`config.mk`:
```
export PLATFORM = sky130hd
export DESIGN_NAME = stream_decoder
export DESIGN_NICKNAME = d
export VERILOG_FILES = /design/src/rtl/stream_pkg.sv /design/src/rtl/module_time_table.sv /design/src/rtl/stream_decoder.sv
export SDC_FILE = /design/constraint.sdc
export NUM_CORES = 2
export LEC_CHECK = 0
export BUFFER_PORTS_ARGS = -buffer_cell sky130_fd_sc_hd__buf_4
export CORE_ASPECT_RATIO = 1.2
export CORE_MARGIN = 5
export CORE_UTILIZATION = 64
export CTS_CLUSTER_DIAMETER = 60
export DETAILED_ROUTE_END_ITERATION = 12
export PLACE_DENSITY = 0.85
export SETUP_SLACK_MARGIN = 0.1
export SYNTH_ARGS = -nofsm -noshare
export SYNTH_HDL_FRONTEND = slang
export SYNTH_SLANG_ARGS = --single-unit
```
`constraint.sdc`:
```
create_clock -name clk_backend -period 96.9 [get_ports clk_backend]
set_input_delay 14.535 -clock clk_backend [delete_from_list [all_inputs] [get_ports clk_backend]]
set_output_delay 14.535 -clock clk_backend [all_outputs]
set_load 0.02 [all_outputs]
```
`src/rtl/stream_pkg.sv`:
```
// Shared field positions, word classification and counter helper for the backend stream parser.
package stream_pkg;

   // Field bit positions within a 128-bit frontend word, MSB first
   localparam int unsigned FRAME_MSB    = 127;
   localparam int unsigned EV_FLAG_BIT  = 122;
   localparam int unsigned MOD_LSB      = 118;
   localparam int unsigned BLK_LSB      = 116;
   localparam int unsigned CMD_FLAG_BIT = 115;
   localparam int unsigned PERIOD_MSB   = 47;

   typedef enum logic [1:0] {
      WK_FRAME_ERR,
      WK_CMD,
      WK_EVENT,
      WK_TT
   } word_kind_e;

   // Increment that sticks at the all-ones value of a width-bit counter (width <= 64)
   function automatic logic [63:0] sat_inc(input logic [63:0] value, input int unsigned width);
      logic [63:0] max_val;
      max_val = (width >= 64) ? '1 : ((64'd1 << width) - 64'd1);
      return (value >= max_val) ? max_val : value + 64'd1;
   endfunction

endpackage

```
`src/rtl/module_time_table.sv`:
```
// Per-module synced flag and last time-tag period, one combinational read, one write port.
module module_time_table #(
   parameter int unsigned MODULE_ID_BITS = 4,
   parameter int unsigned PERIOD_BITS    = 48
) (
   input  logic                      clk_backend,
   input  logic                      rst,
   input  logic [MODULE_ID_BITS-1:0] rd_id,
   output logic                      rd_synced,
   output logic [PERIOD_BITS-1:0]    rd_last,
   input  logic                      we,
   input  logic [MODULE_ID_BITS-1:0] wr_id,
   input  logic [PERIOD_BITS-1:0]    wr_period
);

   localparam int unsigned DEPTH = 2 ** MODULE_ID_BITS;

   logic [DEPTH-1:0]       synced;
   logic [PERIOD_BITS-1:0] last [DEPTH];

   // Record the newest period and mark the module synced on every accepted time tag
   always_ff @(posedge clk_backend or posedge rst) begin
      if (rst) begin
         synced <= '0;
         for (int unsigned i = 0; i < DEPTH; i++) begin
            last[i] <= '0;
         end
      end else if (we) begin
         synced[wr_id] <= 1'b1;
         last[wr_id]   <= wr_period;
      end
   end

   assign rd_synced = synced[rd_id];
   assign rd_last   = last[rd_id];

endmodule

```
`src/rtl/stream_decoder.sv`:
```
// Backend frontend-word parser: framing check, word classification, time-tag tracking,
// event period stamping, command pass-through and saturating integrity counters.
module stream_decoder
   import stream_pkg::*;
#(
   parameter int unsigned CRC_BITS       = 5,
   parameter int unsigned MODULE_ID_BITS = 4,
   parameter int unsigned PERIOD_BITS    = 48,
   parameter int unsigned DATA_BITS      = 128,
   parameter int unsigned COUNT_BITS     = 16
) (
   input  logic                      clk_backend,
   input  logic                      rst,
   input  logic [DATA_BITS-1:0]      in_data,
   input  logic                      in_valid,
   output logic                      in_ready,
   output logic [DATA_BITS-1:0]      ev_data,
   output logic [PERIOD_BITS-1:0]    ev_period,
   output logic                      ev_valid,
   input  logic                      ev_ready,
   output logic [DATA_BITS-1:0]      cmd_data,
   output logic                      cmd_valid,
   input  logic                      cmd_ready,
   output logic                      tt_update,
   output logic [MODULE_ID_BITS-1:0] tt_module,
   input  logic                      clr_counts,
   output logic [COUNT_BITS-1:0]     frame_err_count,
   output logic [COUNT_BITS-1:0]     tt_gap_count,
   output logic [COUNT_BITS-1:0]     unsynced_drop_count
);

   localparam logic [PERIOD_BITS-1:0] PERIOD_ONE = 1;

   logic [CRC_BITS-1:0]       word_framing;
   logic [MODULE_ID_BITS-1:0] word_module;
   logic [PERIOD_BITS-1:0]    word_period;
   word_kind_e                word_kind;
   logic                      accept;

   logic                      rd_synced;
   logic [PERIOD_BITS-1:0]    rd_last;
   logic [PERIOD_BITS-1:0]    next_expected;
   logic                      tt_we;
   logic                      tt_gap;
   logic                      ev_load;
   logic                      ev_drop;
   logic                      cmd_load;
   logic                      frame_err;

   logic [63:0]               frame_err_inc;
   logic [63:0]               tt_gap_inc;
   logic [63:0]               unsynced_drop_inc;
   logic [COUNT_BITS-1:0]     frame_err_d;
   logic [COUNT_BITS-1:0]     tt_gap_d;
   logic [COUNT_BITS-1:0]     unsynced_drop_d;

   assign word_framing = in_data[FRAME_MSB -: CRC_BITS];
   assign word_module  = in_data[MOD_LSB +: MODULE_ID_BITS];
   assign word_period  = in_data[PERIOD_MSB -: PERIOD_BITS];

   // Both output stages must be able to take a word; never a function of in_valid
   assign in_ready = ~rst & (~ev_valid | ev_ready) & (~cmd_valid | cmd_ready);
   assign accept   = in_valid & in_ready;

   // Classify the presented word: framing first, then command flag, then event flag
   always_comb begin
      word_kind = WK_TT;
      if (word_framing != '1) begin
         word_kind = WK_FRAME_ERR;
      end else if (in_data[CMD_FLAG_BIT]) begin
         word_kind = WK_CMD;
      end else if (in_data[EV_FLAG_BIT]) begin
         word_kind = WK_EVENT;
      end
   end

   module_time_table #(
      .MODULE_ID_BITS (MODULE_ID_BITS),
      .PERIOD_BITS    (PERIOD_BITS)
   ) u_time_table (
      .clk_backend (clk_backend),
      .rst         (rst),
      .rd_id       (word_module),
      .rd_synced   (rd_synced),
      .rd_last     (rd_last),
      .we          (tt_we),
      .wr_id       (word_module),
      .wr_period   (word_period)
   );

   // Period 0 is a frontend reset marker, so it never counts as a gap
   assign next_expected = rd_last + PERIOD_ONE;
   assign tt_we     = accept & (word_kind == WK_TT);
   assign tt_gap    = tt_we & rd_synced & (word_period != next_expected) & (word_period != '0);
   assign ev_load   = accept & (word_kind == WK_EVENT) & rd_synced;
   assign ev_drop   = accept & (word_kind == WK_EVENT) & ~rd_synced;
   assign cmd_load  = accept & (word_kind == WK_CMD);
   assign frame_err = accept & (word_kind == WK_FRAME_ERR);

   // Saturating counter next-state; a clear wins over a coincident increment
   always_comb begin
      frame_err_inc     = sat_inc(64'(frame_err_count), COUNT_BITS);
      tt_gap_inc        = sat_inc(64'(tt_gap_count), COUNT_BITS);
      unsynced_drop_inc = sat_inc(64'(unsynced_drop_count), COUNT_BITS);
      frame_err_d       = frame_err_count;
      tt_gap_d          = tt_gap_count;
      unsynced_drop_d   = unsynced_drop_count;
      if (frame_err) begin
         frame_err_d = frame_err_inc[COUNT_BITS-1:0];
      end
      if (tt_gap) begin
         tt_gap_d = tt_gap_inc[COUNT_BITS-1:0];
      end
      if (ev_drop) begin
         unsynced_drop_d = unsynced_drop_inc[COUNT_BITS-1:0];
      end
      if (clr_counts) begin
         frame_err_d     = '0;
         tt_gap_d        = '0;
         unsynced_drop_d = '0;
      end
   end

   // Output registers: load on acceptance, hold until the sink's ready is seen
   always_ff @(posedge clk_backend or posedge rst) begin
      if (rst) begin
         ev_valid            <= 1'b0;
         ev_data             <= '0;
         ev_period           <= '0;
         cmd_valid           <= 1'b0;
         cmd_data            <= '0;
         tt_update           <= 1'b0;
         tt_module           <= '0;
         frame_err_count     <= '0;
         tt_gap_count        <= '0;
         unsynced_drop_count <= '0;
      end else begin
         if (ev_valid && ev_ready) begin
            ev_valid <= 1'b0;
         end
         if (ev_load) begin
            ev_valid  <= 1'b1;
            ev_data   <= in_data;
            ev_period <= rd_last;
         end
         if (cmd_valid && cmd_ready) begin
            cmd_valid <= 1'b0;
         end
         if (cmd_load) begin
            cmd_valid <= 1'b1;
            cmd_data  <= in_data;
         end
         tt_update <= tt_we;
         if (tt_we) begin
            tt_module <= word_module;
         end
         frame_err_count     <= frame_err_d;
         tt_gap_count        <= tt_gap_d;
         unsynced_drop_count <= unsynced_drop_d;
      end
   end

endmodule
```
=== After elaboration in Yosys (flattened, before gate mapping) ===
Cells that the tools add are included.

* Output and inout bits: 360
* Input bits: 134
* Word-level logic and storage cells: 100
* Register bits: 1143

* Reduce and logical (&&, ||, !) cells: 11
* $lt $le $gt $ge: 7
* Mux-type cells: 26
* Bitwise logic cells: 20
* Add/sub/neg operators: 4
* Eq/ne operators: 5

{| class="wikitable"
|+ Operator list
! kind !! number
|-
| 768-bit bitwise mux || 1
|-
| 48-bit binary-select mux with 4-bit select || 1
|-
| 48-bit demux with 4-bit select || 1
|-
| 16-bit two-way mux || 9
|-
| 48-bit two-way mux || 3
|-
| 16-bit by 1-bit adder with 16-bit output (second input constant) || 3
|-
| 48-bit by 1-bit adder with 48-bit output (second input constant) || 1
|-
| 16-bit greater-or-equal comparator (second input constant) || 3
|-
| 48-bit inequality test || 1
|-
| 48-bit nonzero test || 1
|-
| 16-bit bitwise OR || 1
|-
| 1-bit AND || 12
|-
| 2-bit nonzero test || 5
|-
| 1-bit two-way mux || 7
|-
| 5-bit greater-or-equal comparator (second input constant) || 1
|-
| 4-bit by 5-bit less-than comparator with 1-bit output (second input constant) || 1
|-
| 5-bit by 1-bit less-than comparator with 1-bit output (second input constant) || 1
|-
| 5-bit inequality test (second input constant) || 1
|-
| 4-bit NOT with 5-bit output || 1
|-
| 1-bit binary-select mux with 4-bit select || 1
|-
| 1-bit demux with 4-bit select || 1
|-
| 2-bit equality test (second input constant) || 2
|-
| 4-bit by 1-bit greater-or-equal comparator with 1-bit output (second input constant) || 1
|-
| 1-bit logical AND || 4
|-
| other kinds (5) || 10
|}

=== Depth between registers and ports, before layout ===
* Word-level depth: 11
* Gate-level depth with buffers: 18
* Depth with buffers taken out: 14

=== Modules after synthesis ===
A second synthesis with hierarchy kept.

* Cells, all modules: 3406
* Area total of the unflattened synthesis: 50674.9 sq um

{| class="wikitable"
|+ By module, submodules not included
! module !! cells each !! area each (sq um) !! seq. area each (sq um) !! instances
|-
| module_time_table || 2141 || 34702.0 || 19618.8 || 1
|-
| stream_decoder || 1265 || 15972.8 || 8983.6 || 1
|}

=== Least setup slack after synthesis ===
OpenSTA, ideal clock, no wires.

* Path type: in2out
* Start: in cmd_ready
* End: out in_ready
* Required time: 82.365 ns
* Cell stages on the path: 2
* Data arrival time: 14.925 ns
* Path buffers: 0
* Slack: 67.440 ns
* Cell sequence: o22ai_1 nor2_1

* Cells in the longest elaborated chain, start to end: 2

{| class="wikitable"
|+ RTL lines
! what !! RTL line !! source
|-
| start: declaration || stream_decoder.sv:23 || <nowiki>input logic cmd_ready,</nowiki>
|-
| 1-bit bitwise OR || stream_decoder.sv:62 || <nowiki>assign in_ready = ~rst & (~ev_valid | ev_ready) & (~cmd_valid | cmd_ready);</nowiki>
|-
| 1-bit AND || stream_decoder.sv:62 ||
|-
| end: declaration || stream_decoder.sv:16 || <nowiki>output logic in_ready,</nowiki>
|}

No other way between the ends.

=== Worst setup path in the final report ===
Same ends and word-level chain as after synthesis.

==> reports/results.tsv <==
stage	metric	value	unit
sta	post-route-period-util	30.71	%
clocking	clk_latency	0.70	ns
clocking	cts_tree	yes	
floorplan	fp.dieW	269.2	um
sta	max_slew.worst_pin.slew	1.265	ns
global_route	gr-usage-all-layers	31.12	%
clocking	ctsHoldBuffers	0	
global_route	antenna_found_initial	8	
outcome	outcome	completed	
pwr	cellPowerDensity	17.04	nW/um2
job	cap_violations	0	
placement	placed_cells	4835	
placement	gp_congestion	0.8601	
final_layout	final_cell_mix	1143 x dfrtp_1, 1014 x mux2_2, 511 x buf_4, 189 x nand2_1, 184 x mux4_2	
critical_path	worstSetupStartpointType	input pin	
critical_path	worstSetupEndpointType	output pin	
logic_synthesis	syn_area_per_cell	14.42	um2
sta	finalSetupViolCount	0	
final_layout	nFillCells	4911	
critical_path	critPathKind	in2out	
route	vias_per_cell	6.543	
sta	maxSlewHeadroom	15.66	%
logic_synthesis	yosysTopAreaCell	dfrtp_1	
sta	rsz0062_at_grt	no	
sta	setup_tns	0	ns
floorplan	initial_core_util	64.24	%
placement	hpwl	78.95	mm
clocking	cts.sinks	1143	
logic_synthesis	synthXorXnorAreaFrac	0.9337	%
global_route	grt.overflow.total	0	
sta	fin_ws	67.14	ns
worst_hold_path	min_path_type	reg2reg	
logic_synthesis	syn_nets	3716	
route	drt_iter0_drc	2940	
logic_synthesis	synth_top_area_share	55.44	%
sta	clock_skew	0.03262	ns
route	drt-pass1-iter-count	7	
floorplan	rows	114	
logic_synthesis	synth_compound_gate_area_share	3.238	%
logic_synthesis	ys_warn_count	0	
sta	slew_viol_final	0	
final_layout	drive_gt1_share	49.16	%
pwr	ir_worst_vdd	0.01429	mV
global_route	grt_pass1_wl	209.6	mm
final_layout	layout.nets	4042	
critical_path	reg2reg_from	u_time_table.last[192]$_DFFE_PP0P_	
final_layout	multiInputGateArea	21540	um2
floorplan	io_pins	494	
logic_synthesis	synth_top_family_by_area	multiplexers	
critical_path	worstPathRequired	82.36	ns
worst_hold_path	hp-start	cmd_data[126]$_DFFE_PP0P_	
final_layout	area_growth	15.33	%
placement	portBuffers	493	
logic_synthesis	synthFlopType	dfrtp_1	
floorplan	die_y	321.0	um
route	routed_wirelength	134.9	mm
critical_path	cp-startpoint	cmd_ready	
sta	max_freq	33.60	MHz
logic_synthesis	synth_edf_count	0	
logic_synthesis	synth-seq-cells	1143	
critical_path	worstPathMaxFanout	3	
final_layout	layout_commonest_cell	dfrtp_1	
final_layout	layout.cells.non_filler	5042	
logic_synthesis	synth-simple-area-share	5.935	%
logic_synthesis	synthAdderAreaFrac	0.09701	%
logic_synthesis	ys_seq_area_share	55.44	%
critical_path	arrival	15.22	ns
clocking	cts_root_buffer	clkbuf_16	
clocking	cts.path.max_buffers	3	
placement	place_ws	67.18	ns
logic_synthesis	synthArstFlopShare	100.0	%
sta	finalHoldViolCount	0	
final_layout	seq_area	28600	um2
clocking	post_cts_buffers	0	
route	drc	0	
floorplan	core-area	80300	um2
route	antenna_left	0	
global_route	grt_pass1_vias	34800	
clocking	path_clk_slew	0.06	ns
clocking	cts_buffers	111	
global_route	grt_start_max_net_pins	185	
logic_synthesis	synth.area.mux_share	31.25	%
sta	period_minus_slack	29.76	ns
pwr	leakagePower	30.39	nW
clocking	h-tree-depth	3	
logic_synthesis	post_synth_inst_count	3578	
floorplan	die_area	86410	um2
clocking	post_cts_resized	0	
logic_synthesis	netlist-cell-type-count	94	
route	wl_per_cell	26.75	um
logic_synthesis	syn_area	51590	um2
sta	whs	0.4681	ns
logic_synthesis	yosys-top-cells-area	dfrtp_1 55%, mux2_2 22%, mux4_2 8.0%	
route	via_count	32990	
==> worst max-delay path, stage by stage <==
cell and delay (ns):
buf_4 0.10, o22ai_1 0.08, nor2_1 0.29, buf_4 0.21
==> logic make-up (layout without fill, tap and decap cells) <==
family	after synthesis	after routing
AND/OR/NAND/NOR	579	579
buffers and inverters	321	738
multiplexers	1233	1233
other	0	3
XOR/XNOR	55	55
flip-flops	1143	1143
AO/OA/AOI/OAI	243	243
adder cells (fa/ha/maj)	4	4
==> through the flow <==
stage | util [%] | power, mW | cell area, um2
floorplan | - | 0.5312 | 51590
global placement | 69.08 | 0.5522 | 55470
detailed placement | 69.08 | 0.5535 | 55470
CTS | 74.08 | 1.020 | 59490
global route | 74.08 | 1.045 | 59490
finish | 74.09 | 1.014 | 59500
==> flip-flops by register name, summed over array words and instances (netlist names), 4 cells and up <==
signal	flops
u_time_table.last	768
cmd_data	128
ev_data	128
ev_period	48
frame_err_count	16
tt_gap_count	16
u_time_table.synced	16
unsynced_drop_count	16
tt_module	4
==> final timing paths <==
check | endpoint | slack (ns) | depth (start not counted)
setup / recovery | in_ready | 67.14 | 4
hold / removal | cmd_data[126]$_DFFE_PP0P_ | 0.47 | 1
setup reg to reg | tt_gap_count[14]$_DFFE_PP0P_ | 91.79 | 14
hold reg to reg | cmd_data[126]$_DFFE_PP0P_ | 0.47 | 1
max in group asynchronous | cmd_data[31]$_DFFE_PP0P_ | 80.50 | 4
min in group asynchronous | tt_gap_count[4]$_DFFE_PP0P_ | 14.06 | 2
==> final cells by class <==
class / instances / share of cell area (%)
flip-flops and latches: 1143 / 48.07
multi-input cells: 2114 / 36.21
repair buffers: 517 / 6.633
clock buffers: 164 / 5.684
well taps: 1044 / 2.195
clock inverters: 40 / 1.072
inverters: 17 / 0.1199
diodes: 3 / 0.01262
==> routing by layer <==
layer | vias up | GRT usage, % | share of wire (%)
met1 | 17480 | 41.89 | 40
met2 | 1390 | 51.84 | 49
li1 | 13820 | - | -
met5 | - | 0 | 0.036
met3 | 297 | 6.871 | 7.8
met4 | 8 | 9.578 | 3.1
==> cell usage after synthesis (27+ instances only) <==
cell type  count
a21oi_1       28
a22oi_1       58
buf_1         75
buf_2         27
clkbuf_1     152
dfrtp_1     1143
mux2_2      1014
mux4_2       184
nand2_1      206
nand2b_1      31
nand3_1       51
nand4_1       40
nor2_1        79
o21ai_0       75
xnor2_1       32
==> report_power, final <==
group | switching [mW] | total, mW | internal, mW
Combinational | 0.0380 | 0.0580 | 0.0199
Clock | 0.186 | 0.470 | 0.284
Sequential | 0.00322 | 0.486 | 0.483
Total | 0.227 | 1.01 | 0.787
(Power assumes the default switching activity.)
